## config.mk

```make
export PLATFORM = sky130hd
export DESIGN_NAME = memo_grid
export DESIGN_NICKNAME = d
export VERILOG_FILES = /design/src/rtl/memo_grid.sv
export SDC_FILE = /design/constraint.sdc
export NUM_CORES = 1
export LEC_CHECK = 0
export CORE_ASPECT_RATIO = 1.1
export CORE_UTILIZATION = 50
export CTS_CLUSTER_SIZE = 20
export DETAILED_ROUTE_END_ITERATION = 6
export GPL_TIMING_DRIVEN = 0
export HOLD_SLACK_MARGIN = 0.03
export PLACE_DENSITY = 0.71
export SLEW_MARGIN = 20
export SYNTH_ARGS = -nofsm -noshare
export SYNTH_HDL_FRONTEND = slang
export SYNTH_SLANG_ARGS = --single-unit
```

## constraint.sdc

```tcl
create_clock -name clock -period 5.45 [get_ports clock]
set_input_delay 0.8175 -clock clock [delete_from_list [all_inputs] [get_ports clock]]
set_output_delay 0.8175 -clock clock [all_outputs]
set_load 0.01 [all_outputs]
```

## src/rtl/memo_grid.sv

```systemverilog
// Grid-walking robot with a register-held map, pose, saturating counters and
// a single prioritised action per cycle (load > remover > girar > avancar).
module memo_grid #(
    parameter int GRID_W    = 8,
    parameter int GRID_H    = 8,
    parameter int START_X   = 0,
    parameter int START_Y   = 0,
    parameter int START_DIR = 0
) (
    input  logic        clock,
    input  logic        reset,
    input  logic        avancar,
    input  logic        girar,
    input  logic        remover,
    input  logic        load_en,
    input  logic [3:0]  load_x,
    input  logic [3:0]  load_y,
    input  logic [1:0]  load_cell,
    output logic        head_out,
    output logic        left_out,
    output logic        under_out,
    output logic        barrier_out,
    output logic [3:0]  pos_x,
    output logic [3:0]  pos_y,
    output logic [1:0]  dir,
    output logic [15:0] step_count,
    output logic [7:0]  collision_count,
    output logic [7:0]  removed_count,
    output logic        goal_reached,
    output logic        cmd_err
);

    localparam int NCELL = GRID_W * GRID_H;
    localparam int IW    = $clog2(NCELL);

    localparam logic signed [5:0] GW = 6'(GRID_W);
    localparam logic signed [5:0] GH = 6'(GRID_H);

    localparam logic [1:0] CFree = 2'b00;
    localparam logic [1:0] CWall = 2'b01;
    localparam logic [1:0] CBar  = 2'b10;
    localparam logic [1:0] CGoal = 2'b11;

    typedef logic [NCELL-1:0][1:0] map_t;

    function automatic logic in_grid(input logic signed [5:0] x, input logic signed [5:0] y);
        return (x[5] == 1'b0) && (x < GW) && (y[5] == 1'b0) && (y < GH);
    endfunction

    function automatic logic [IW-1:0] cell_idx(input logic signed [5:0] x,
                                               input logic signed [5:0] y);
        logic signed [11:0] lin;
        lin = 12'(y) * 12'(GW) + 12'(x);
        return lin[IW-1:0];
    endfunction

    // Anything off the grid behaves as a wall.
    function automatic logic [1:0] rd_cell(input map_t m, input logic signed [5:0] x,
                                           input logic signed [5:0] y);
        if (!in_grid(x, y)) begin
            return CWall;
        end
        return m[cell_idx(x, y)];
    endfunction

    function automatic logic signed [5:0] step_dx(input logic [1:0] d);
        case (d)
            2'd1:    return 6'sd1;
            2'd3:    return -6'sd1;
            default: return 6'sd0;
        endcase
    endfunction

    function automatic logic signed [5:0] step_dy(input logic [1:0] d);
        case (d)
            2'd0:    return 6'sd1;
            2'd2:    return -6'sd1;
            default: return 6'sd0;
        endcase
    endfunction

    map_t        map_q, map_d;
    logic [3:0]  pos_x_q, pos_x_d, pos_y_q, pos_y_d;
    logic [1:0]  dir_q, dir_d;
    logic [15:0] step_q, step_d;
    logic [7:0]  coll_q, coll_d, rem_q, rem_d;
    logic        goal_q, goal_d, err_q, err_d;

    logic signed [5:0] cx, cy, ax, ay, lx, ly, tx, ty;
    logic [1:0]        left_dir, cur_cell, ahead_cell, left_cell;
    logic              load_here;

    always_comb begin
        cx         = $signed({2'b00, pos_x_q});
        cy         = $signed({2'b00, pos_y_q});
        ax         = cx + step_dx(dir_q);
        ay         = cy + step_dy(dir_q);
        left_dir   = dir_q - 2'd1;
        lx         = cx + step_dx(left_dir);
        ly         = cy + step_dy(left_dir);
        tx         = $signed({2'b00, load_x});
        ty         = $signed({2'b00, load_y});
        load_here  = (load_x == pos_x_q) && (load_y == pos_y_q);
        cur_cell   = rd_cell(map_q, cx, cy);
        ahead_cell = rd_cell(map_q, ax, ay);
        left_cell  = rd_cell(map_q, lx, ly);
    end

    assign head_out    = (ahead_cell == CWall);
    assign barrier_out = (ahead_cell == CBar);
    assign left_out    = (left_cell == CWall);
    assign under_out   = (cur_cell == CGoal);

    always_comb begin
        map_d   = map_q;
        pos_x_d = pos_x_q;
        pos_y_d = pos_y_q;
        dir_d   = dir_q;
        step_d  = step_q;
        coll_d  = coll_q;
        rem_d   = rem_q;
        goal_d  = goal_q;
        err_d   = 1'b0;

        if (load_en) begin
            err_d = avancar | girar | remover;
            if (!in_grid(tx, ty)) begin
                err_d = 1'b1;
            end else if (load_here && (load_cell == CWall || load_cell == CBar)) begin
                err_d = 1'b1;
            end else begin
                map_d[cell_idx(tx, ty)] = load_cell;
                if (load_here && load_cell == CGoal) begin
                    goal_d = 1'b1;
                end
            end
        end else if (remover) begin
            err_d = girar | avancar;
            if (barrier_out) begin
                map_d[cell_idx(ax, ay)] = CFree;
                if (rem_q != 8'hff) rem_d = rem_q + 8'd1;
            end else begin
                err_d = 1'b1;
            end
        end else if (girar) begin
            dir_d = dir_q + 2'd1;
            err_d = avancar;
        end else if (avancar) begin
            if (!head_out && !barrier_out) begin
                pos_x_d = ax[3:0];
                pos_y_d = ay[3:0];
                if (step_q != 16'hffff) step_d = step_q + 16'd1;
                if (ahead_cell == CGoal) goal_d = 1'b1;
            end else if (coll_q != 8'hff) begin
                coll_d = coll_q + 8'd1;
            end
        end
    end

    always_ff @(posedge clock) begin
        if (reset) begin
            map_q   <= '0;
            pos_x_q <= 4'(START_X);
            pos_y_q <= 4'(START_Y);
            dir_q   <= 2'(START_DIR);
            step_q  <= '0;
            coll_q  <= '0;
            rem_q   <= '0;
            goal_q  <= 1'b0;
            err_q   <= 1'b0;
        end else begin
            map_q   <= map_d;
            pos_x_q <= pos_x_d;
            pos_y_q <= pos_y_d;
            dir_q   <= dir_d;
            step_q  <= step_d;
            coll_q  <= coll_d;
            rem_q   <= rem_d;
            goal_q  <= goal_d;
            err_q   <= err_d;
        end
    end

    assign pos_x           = pos_x_q;
    assign pos_y           = pos_y_q;
    assign dir             = dir_q;
    assign step_count      = step_q;
    assign collision_count = coll_q;
    assign removed_count   = rem_q;
    assign goal_reached    = goal_q;
    assign cmd_err         = err_q;

endmodule

```

# After elaboration in Yosys (flattened, before gate mapping)
# Index checks and enable logic that the tools add are counted.
totals:
  regBits: 172
  output_inout_bits: 48
op_classes:
  addsub: 13
  magnitude_cmp: 14
  eq_ne: 24
  n_mux: 38
  bitwise: 12
  n_reduce_logical: 31
op_table:
  columns: ["op", "count"]
  rows:
  - ["128-bit two-way mux", 5]
  - ["128-bit bitwise AND", 1]
  - ["128-bit bitwise mux", 1]
  - ["128-bit NOT", 1]
  - ["6-bit case mux with 2 select lines", 4]
  - ["2-bit binary-select mux with 6-bit select", 3]
  - ["6-bit by 7-bit less-than comparator with 1-bit output, second input constant", 4]
  - ["5-bit by 6-bit adder with 6-bit output", 4]
  - ["2-bit demux with 6-bit select", 2]
  - ["6-bit by 5-bit less-than comparator with 1-bit output, second input constant", 4]
  - ["2-bit == test, second input constant", 9]
  - ["16-bit by 1-bit adder with 16-bit output, second input constant", 1]
  - ["8-bit by 1-bit adder with 8-bit output, second input constant", 2]
  - ["4-bit less-than comparator, second input constant", 4]
  - ["2-bit two-way mux", 8]
  - ["16-bit != test, second input constant", 1]
  - ["8-bit != test, second input constant", 2]
  - ["1-bit two-way mux", 15]
  - ["1-bit logical AND", 14]
  - ["6-bit by 4-bit adder with 6-bit output", 2]
  - ["6-bit adder", 2]
  - ["6-bit by 1-bit >= comparator with 1-bit output, second input constant", 2]
  - ["6-bit AND reduction", 2]
  - ["2-bit by 1-bit == test with 1-bit output, second input constant", 5]
  - ["15 further kinds", 34]

# Depth between registers and ports, before layout
# Gate-level depths: netlist of run 1.
depth:
  ltp_word: 16
  depth_mapped: 26

# Worst setup path before layout of run 1
# No wires, ideal clock.
synth_timing:
  path_type: "reg-to-reg"
  startpoint: "reg dir_q[1] (netlist: dir[1])"
  endpoint: "reg step_q[15] (netlist: step_count[15])"
  setup_ps: 70
  arrival_ps: 5301
  required_time_ps: 5380
  path_slack_ps: 79
  path_stages_with_launch: 26
  n_path_buf: 1
  period_less_slack_ps: 5371
  path_cell_list: "dfxtp_1 > inv_1 > ha_1 > or2_2 > ha_1 > a21o_1 > a22oi_1 > o21ai_0 > xnor2_1 > inv_1 > ha_1 > inv_1 > fa_1 > xor3_1 > nand2_1 > nor4_1 > or3_1 > buf_2 > inv_1 > ha_1 > nand2_1 > a41oi_1 > and3_1 > nand2b_1 > or3_1 > a21oi_1"
synth_via:
  elab_chain_len: 12
  elab_cells_between_ends: 25
  cone_classes: "add/sub (3); order compare (2); eq/ne (5); mux (5); bitwise (2); reduce/logical (8)"
synth_rtl:
  columns: ["item", "line", "source"]
  rows:
  - ["from (decl)", "84", "logic [1:0] dir_q, dir_d;"]
  - ["from (signal assigned)", "165", "dir_q <= 2'(START_DIR);"]
  - ["from (signal assigned)", "175", "dir_q <= dir_d;"]
  - ["2-bit == test / 2-bit by 1-bit == test with 1-bit output (equally long branches)", "67", "case (d)"]
  - ["6-bit case mux with 2 select lines *", "67", null]
  - ["5-bit by 6-bit adder with 6-bit output *", "96", "ax = cx + step_dx(dir_q);"]
  - ["net ax[3]", "89", "logic signed [5:0] cx, cy, ax, ay, lx, ly, tx, ty;"]
  - ["branches (longest 4 deep; another with 6-bit adder)", null, null]
  - ["2-bit two-way mux *", "63", "return m[cell_idx(x, y)];"]
  - ["2-bit by 1-bit == test with 1-bit output / 2-bit == test (equally long branches)", "109, 110", null]
  - ["1-bit logical NOT", "149", "if (!head_out && !barrier_out) begin"]
  - ["1-bit logical AND *", "149", null]
  - ["6-bit AND reduction (no source line) *", null, null]
  - ["to (signal assigned)", "176", "step_q <= step_d;"]
  - ["to (decl)", "85", "logic [15:0] step_q, step_d;"]
# Mark *: on every way through the listed nets, which the timed path passes. The select of a mux whose other input is x is not followed.
# A chain may end at the register's enable or synchronous reset.

# Final worst setup path of run 1
layout_timing:
  startpoint: "reg pos_x_q[1] (netlist: pos_x[1])"
  endpoint: "out barrier_out"
layout_via:
  elab_chain_len: 7
  elab_cells_between_ends: 11
  cone_classes: "add/sub (2); order compare (1); eq/ne (1); mux (3); bitwise (1); reduce/logical (3)"
layout_rtl:
  columns: ["item", "line", "source"]
  rows:
  - ["from (decl)", "83", "logic [3:0] pos_x_q, pos_x_d, pos_y_q, pos_y_d;"]
  - ["from (signal assigned)", "163", "pos_x_q <= 4'(START_X);"]
  - ["from (signal assigned)", "173", "pos_x_q <= pos_x_d;"]
  - ["5-bit by 6-bit adder with 6-bit output *", "96", null]
  - ["branches (longest 4 deep; another with 6-bit adder)", null, null]
  - ["2-bit two-way mux *", "63", null]
  - ["2-bit == test *", "110", "assign barrier_out = (ahead_cell == CBar);"]
  - ["to (decl)", "22", "output logic barrier_out,"]
# Every way passes the cells marked *. The select of a mux whose other input is x is not followed.

==> results.yml, run 1 <==
min_path:
  hold-path-cell-count: 2
  hold_path_class: "register to register"
layout:
  nets: 1611
  area_growth_pct: 21.2
  drive_above_1_share_pct: 13.8
  mostFrequentLayoutCells: "184 x nand3_1, 169 x dfxtp_1, 167 x nand2_1"
  post-route-util_pct: 61.9
  final_common_cell: "nand3_1"
power_and_ir_drop:
  switching_share_pct: 32.7
  comb_power_share_pct: 15.4
  p_switching_mw: 0.981
  power_mw: 2.99
  p_int_mw: 2.01
  p_seq_share_pct: 42.3
  clkPwrFrac_pct: 42.3
  cellLeakagePower_nw: 4.31
  power.density_nw_per_um2: 218
  vdd_drop_max_uv: 213
sta:
  finalCriticalPeriod_ns: 5.59
  timing.fmax_mhz: 179
  setup_viol: 33
  finalCritPeriodShare_pct: 103
  fin_ws_ns: -0.139
  worst_pin_slew_ns: 1.22
  hold_ws_ns: 0.497
  timing.final.max_slew_violations: 0
  rsz0062_at_grt: "true"
  finalClockSkew_ns: 0.0140
  slew_headroom_pct: 18.1
  final-hold-violation-count: 0
  finalSetupTns_ns: -1.02
drt:
  drt-wirelength-per-cell_um: 28.8
  vias: 13219
  post-route-drc-count: 0
  wirelength_mm: 53.9
  detailedRoute.firstIterationViolations: 1681
  detail_route.vias_per_cell: 7.07
  first_pass_iters: 6
  antenna_left: 0
floorplanning:
  die_w_um: 146
  design.core.area_um2: 22200
  dieArea_um2: 23300
  die_h_um: 160
  initial_utilization_pct: 51.1
  num_rows: 57
  io_pins: 64
outcome:
  status: "complete, but fails checks"
  violations: "setup timing"
critical_path:
  worst_setup_path_end_kind: "output pin"
  ff2ff_path_depth: 22
  max_stage_delay_ns: 0.53
  critical-path-slowest-cell: "xnor3_2"
  regToRegSetupSlack_ns: -0.07
  critPathArrivalTime_ns: 4.77
  critPathLaunchType: "register"
  r2r_end: "map_q[72]"
  worstPathMaxFanout: 10
  critPathKind: "register to output pin"
  worstReg2RegStart: "pos_x[1]"
  cp.depth: 17
  endpoint: "barrier_out"
  cp.required_ns: 4.63
  critPathTopFamily: "buffers and inverters"
  crit_start: "pos_x[1]"
  cp.buffers_inverters: 6
  crit_chain: "buf_4 -> buf_4 -> xor2_1 -> ha_2 -> nand2b_1 -> o21ai_0 -> a21oi_1 -> fa_2 -> xnor3_2 -> buf_4 -> o211ai_1 -> o22ai_4 -> or3_4 -> buf_6 -> inv_4 -> ha_4 -> buf_6"
  path_common_cell: "buf_4"
synthesis:
  synthTopCellsByArea: "dfxtp_1 30%, nand3_1 8.1%, mux4_2 6.4%"
  synth_cell_types: 68
  async_flop_share_pct: 0
  yosys.area.top_type_share_pct: 30.4
  synth_ff_type: "dfxtp_1"
  synthesis.area_um2: 11300
  ys_warn_count: 0
  synth_edf_count: 0
  syn-mean-instance-area_um2: 7.87
  synthesis.nets: 1493
  synth_top_cell_by_area: "dfxtp_1"
  synth_seq_cells: 172
  synthCells: 1441
  synth-seq-area-share_pct: 30.4
clock_tree:
  ctsHtreeMaxLevel: 4
  path_clk_slew_ns: 0.07
  cts_buffer_depth: 2
  clockRootBuffer: "clkbuf_16"
  clock_latency_ns: 0.46
  cts_tree: "done"
  cts_buffers: 17
  clkSinkCount: 172
place:
  pre_cts_ws_ns: -2.20
  hpwl_mm: 37.2
  io_buffers: 61
  finalWeightedCongestion: 1.04
job:
  drv_cap: 0
global_routing:
  grt_max_degree: 20
  grt_overflow: 0
  grt_pass1_vias: 12324
  antenna_found_initial: 2
  grt_pass1_wl_mm: 77.8
  grt_util_all_layers_pct: 45.8
==> cell families after synthesis <==
group / Yosys count / share of synthesized area (%)
adder cells (fa/ha/maj): 36 / 4.24
AND/OR/NAND/NOR: 615 / 25.7
XOR/XNOR: 46 / 4.01
buffers and inverters: 161 / 5.64
flip-flops: 172 / 30.4
multiplexers: 57 / 8.84
AO/OA/AOI/OAI: 354 / 21.2
==> synth_stat cells (10+ instances only) <==
| cell type | count |
|---|---|
| and3_1 | 10 |
| a32oi_1 | 48 |
| mux2i_1 | 12 |
| nand2b_1 | 16 |
| a311oi_1 | 25 |
| xnor2_1 | 14 |
| a31oi_1 | 22 |
| xor2_1 | 27 |
| nor2_1 | 141 |
| ha_1 | 32 |
| nor3b_1 | 29 |
| inv_1 | 42 |
| dfxtp_1 | 172 |
| nand3_1 | 184 |
| buf_1 | 11 |
| nand4_1 | 11 |
| o21ai_0 | 22 |
| clkbuf_1 | 95 |
| a21oi_1 | 130 |
| o22a_1 | 22 |
| o211ai_1 | 36 |
| nand2_1 | 175 |
| mux4_2 | 32 |
| a211oi_1 | 14 |
==> worst min path at each step <==
stage                            start            endpoint  slack (ns)
global placement         step_count[9]       step_count[9]        0.48
detailed placement  collision_count[5]  collision_count[5]        0.49
CTS                 collision_count[5]  collision_count[5]        0.50
floorplan                    map_q[85]           map_q[85]        0.46
global route                 map_q[79]           map_q[79]        0.54
finish              collision_count[5]  collision_count[5]        0.50
==> per-stage QoR <==
stage | cells | cell area [µm²]
2_1_floorplan | 1441 | 11300
3_3_place_gp | 1797 | 12300
3_5_place_dp | 1798 | 12300
4_1_cts | 1851 | 13400
5_1_grt | 1867 | 13700
6_report | 1869 | 13700
==> state kept, by name, summed over array words and instances (netlist names) <==
name,count
removed_count,8
pos_y,4
dir,2
step_count,16
goal_reached,1
pos_x,4
map_q,128
collision_count,8
cmd_err,1
==> worst reg2reg max path: cells and delay by family, from the launching register on <==
kind	cells	cell delay (ns)
simple gates	6	1.25
compound gates	6	1.16
buf+inv	5	1.03
xor+xnor	2	0.75
fa+ha+maj	3	0.70
flops	1	0.48
==> final cells by class <==
class	count	area, µm²
diodes	2	5.00
plain buffers	115	554
clock buffers	18	429
clock inverters	14	173
fillers	2032	8440
inverters	44	170
multi-input cells	1108	7650
flip-flops and latches	172	3450
well taps	295	369
repair buffers	101	930
==> power by group through the flow <==
| stage | Clock (mW) | Sequential (mW) | Combinational (mW) |
|---|---|---|---|
| 2_1_floorplan | 0 | 1.29 | 0.217 |
| 3_3_place_gp | 0 | 1.30 | 0.386 |
| 3_5_place_dp | 0 | 1.30 | 0.388 |
| 4_1_cts | 1.26 | 1.27 | 0.414 |
| 5_1_grt | 1.31 | 1.27 | 0.467 |
| 6_report | 1.27 | 1.27 | 0.462 |
==> layer usage <==
metal  GRT usage, %  up-vias  part of all wire [%]
met5              0        -                 0.028
met4           32.6        2                   8.3
met3           13.8      335                    14
met2           66.7     1157                    41
met1           57.6     6164                    36
li1               -     5561                     -
==> what timing repair did <==
action / in CTS / in global routing
hold buffers: 0 / 0
cloned: 0 / 0
setup buffers: 23 / 16
pin swaps: 10 / 20
setup endpoints to repair: 174 / 158
resized for setup: 80 / 55
Note: power is estimated with default switching activity, not from simulation.
==> run 2: changes to the inputs <==
--- a/config.mk
+++ b/config.mk
@@ -12,6 +12,7 @@
 export GPL_TIMING_DRIVEN = 0
 export HOLD_SLACK_MARGIN = 0.03
 export PLACE_DENSITY = 0.71
+export SETUP_SLACK_MARGIN = 0.05
 export SLEW_MARGIN = 20
 export SYNTH_ARGS = -nofsm -noshare
 export SYNTH_HDL_FRONTEND = slang
==> run 2 against run 1 <==
  * Combinational power rose by 2%
  * Power grew 0.27%
  * Largest power group unchanged
  * Critical path depth down 3
  * The flow finishes with violations (DRC, setup timing)
  * Clock power about the same
==> results.yml, run 2 (synthesized netlist as in run 1, its figures left out) <==
outcome:
  status: "complete, but fails checks"
  violations: "DRC, setup timing"
global_routing:
  grt_util_all_layers_pct: 45.8
  grt_overflow: 0
  grt_max_degree: 20
  grt_pass1_vias: 12403
  grt_pass1_wl_mm: 77.8
  antenna_found_initial: 2
clock_tree:
  hold_buffers: 0
  path_clk_slew_ns: 0.07
  cts_buffer_depth: 2
  cts_tree: "done"
  clock_latency_ns: 0.46
  ctsHtreeMaxLevel: 4
  clkSinkCount: 172
  clockRootBuffer: "clkbuf_16"
  cts_buffers: 17
layout:
  fill_cells: 2026
  nets: 1614
  diodes: 0
  area_growth_pct: 21.2
  largest_reg_flops: 128
  final_common_cell: "nand3_1"
  drive_above_1_share_pct: 14.1
  mostFrequentLayoutCells: "183 x nand3_1, 169 x dfxtp_1, 167 x nand2_1"
  final_cells: 1870
  regMostFlops: "map_q"
sta:
  finalCriticalPeriod_ns: 5.49
  slew_headroom_pct: 17.7
  setup_viol: 1
  finalSetupTns_ns: -0.0395
  timing.fmax_mhz: 182
  finalClockSkew_ns: 0.0137
  worst_pin_slew_ns: 1.23
  fin_ws_ns: -0.0395
  timing.final.max_slew_violations: 0
  final-hold-violation-count: 0
  finalCritPeriodShare_pct: 101
  rsz0062_at_grt: "true"
critical_path:
  r2r_end: "map_q[77]"
  ff2ff_path_depth: 18
  worst_setup_path_end_kind: "output pin"
  worstPathMaxFanout: 10
  critPathArrivalTime_ns: 4.67
  crit_start: "pos_x[1]"
  worstReg2RegStart: "pos_x[1]"
  critPathKind: "register to output pin"
  cp.required_ns: 4.63
  regToRegSetupSlack_ns: 0
  critPathLaunchType: "register"
drt:
  first_pass_iters: 7
  antenna_left: 0
  post-route-drc-count: 12
  detailedRoute.firstIterationViolations: 1573
  vias: 13106
  drt-wirelength-per-cell_um: 28.7
  detail_route.vias_per_cell: 7.01
  wirelength_mm: 53.8
min_path:
  hold-path-cell-count: 2
  hp-start: "collision_count[5]"
  whs_endpoint: "collision_count[5]"
  hold_path_class: "register to register"
floorplanning:
  die_w_um: 146
  die_h_um: 160
  io_pins: 64
  num_rows: 57
  design.core.area_um2: 22200
  initial_utilization_pct: 51.1
  dieArea_um2: 23300
power_and_ir_drop:
  vdd_drop_max_uv: 212
  power_mw: 3.00
  power.density_nw_per_um2: 219
  cellLeakagePower_nw: 4.34
place:
  placed_cells: 1798
  hpwl_mm: 37.2
  finalWeightedCongestion: 1.04
  io_buffers: 61
job:
  drv_cap: 0
==> run 2: critical path, stage by stage, from the launching register on <==
cell and delay, ns:
dfxtp_2 0.48, buf_4 0.30, buf_4 0.29, xor2_1 0.21, ha_2 0.40, clkbuf_4 0.29
nor2_1 0.85, nand2_1 0.14, o32ai_1 0.26, nor4_4 0.12, or3_4 0.35, buf_6 0.14
inv_4 0.06, ha_4 0.19, buf_6 0.12
==> run 2: metal layers <==
| layer | up-vias | part of all wire, % | GRT usage, % |
|---|---|---|---|
| li1 | 5568 | - | - |
| met1 | 6122 | 36 | 57.5 |
| met2 | 1083 | 42 | 66.8 |
| met3 | 331 | 14 | 13.7 |
| met4 | 2 | 8.0 | 33.1 |
| met5 | - | 0.033 | 0 |
==> run 2: final cells by class <==
cell class | instances | area [µm²] | share of cell area (%)
inverter | 44 | 174 | 1.27
timing repair buffer | 104 | 946 | 6.89
buffer | 115 | 558 | 4.06
sequential | 172 | 3450 | 25.1
clock buffer | 18 | 429 | 3.12
tap | 295 | 369 | 2.69
clock inverter | 14 | 173 | 1.26
multi-input combinational | 1108 | 7640 | 55.6
==> run 2: worst max-delay path by stage <==
stage,to,slack (ns)
6_report,barrier_out,-0.04
5_1_grt,step_count[11],-0.008
4_1_cts,map_q[86],-0.11
3_5_place_dp,step_count[13],-2.20
3_3_place_gp,step_count[13],-2.13
2_1_floorplan,step_count[15],0.08
==> run 2: report_power, final <==
group	leakage (nW)	switching, mW	internal [mW]	total [mW]
clock	0.290	0.647	0.620	1.27
sequential	1.39	0.00667	1.26	1.27
combinational	2.67	0.328	0.141	0.469
==> run 2: stage by stage <==
stage                     setup slack, ns  util, %  cell area [µm²]  hold slack, ns
after floorplan                    0.0788        -            11300           0.461
after global placement              -2.13     55.5            12300           0.481
after detailed placement            -2.20     55.7            12300           0.491
after CTS                          -0.106     60.7            13500           0.503
after global routing             -0.00775     61.9            13700           0.544
final                             -0.0395     61.9            13700           0.497
==> run 2: what timing repair did <==
item | 4_1_cts | 5_1_grt
endpoints found under the setup margin | 174 | 155
resized for setup | 88 | 47
pin swaps | 11 | 16
buffers inserted | 27 | 17
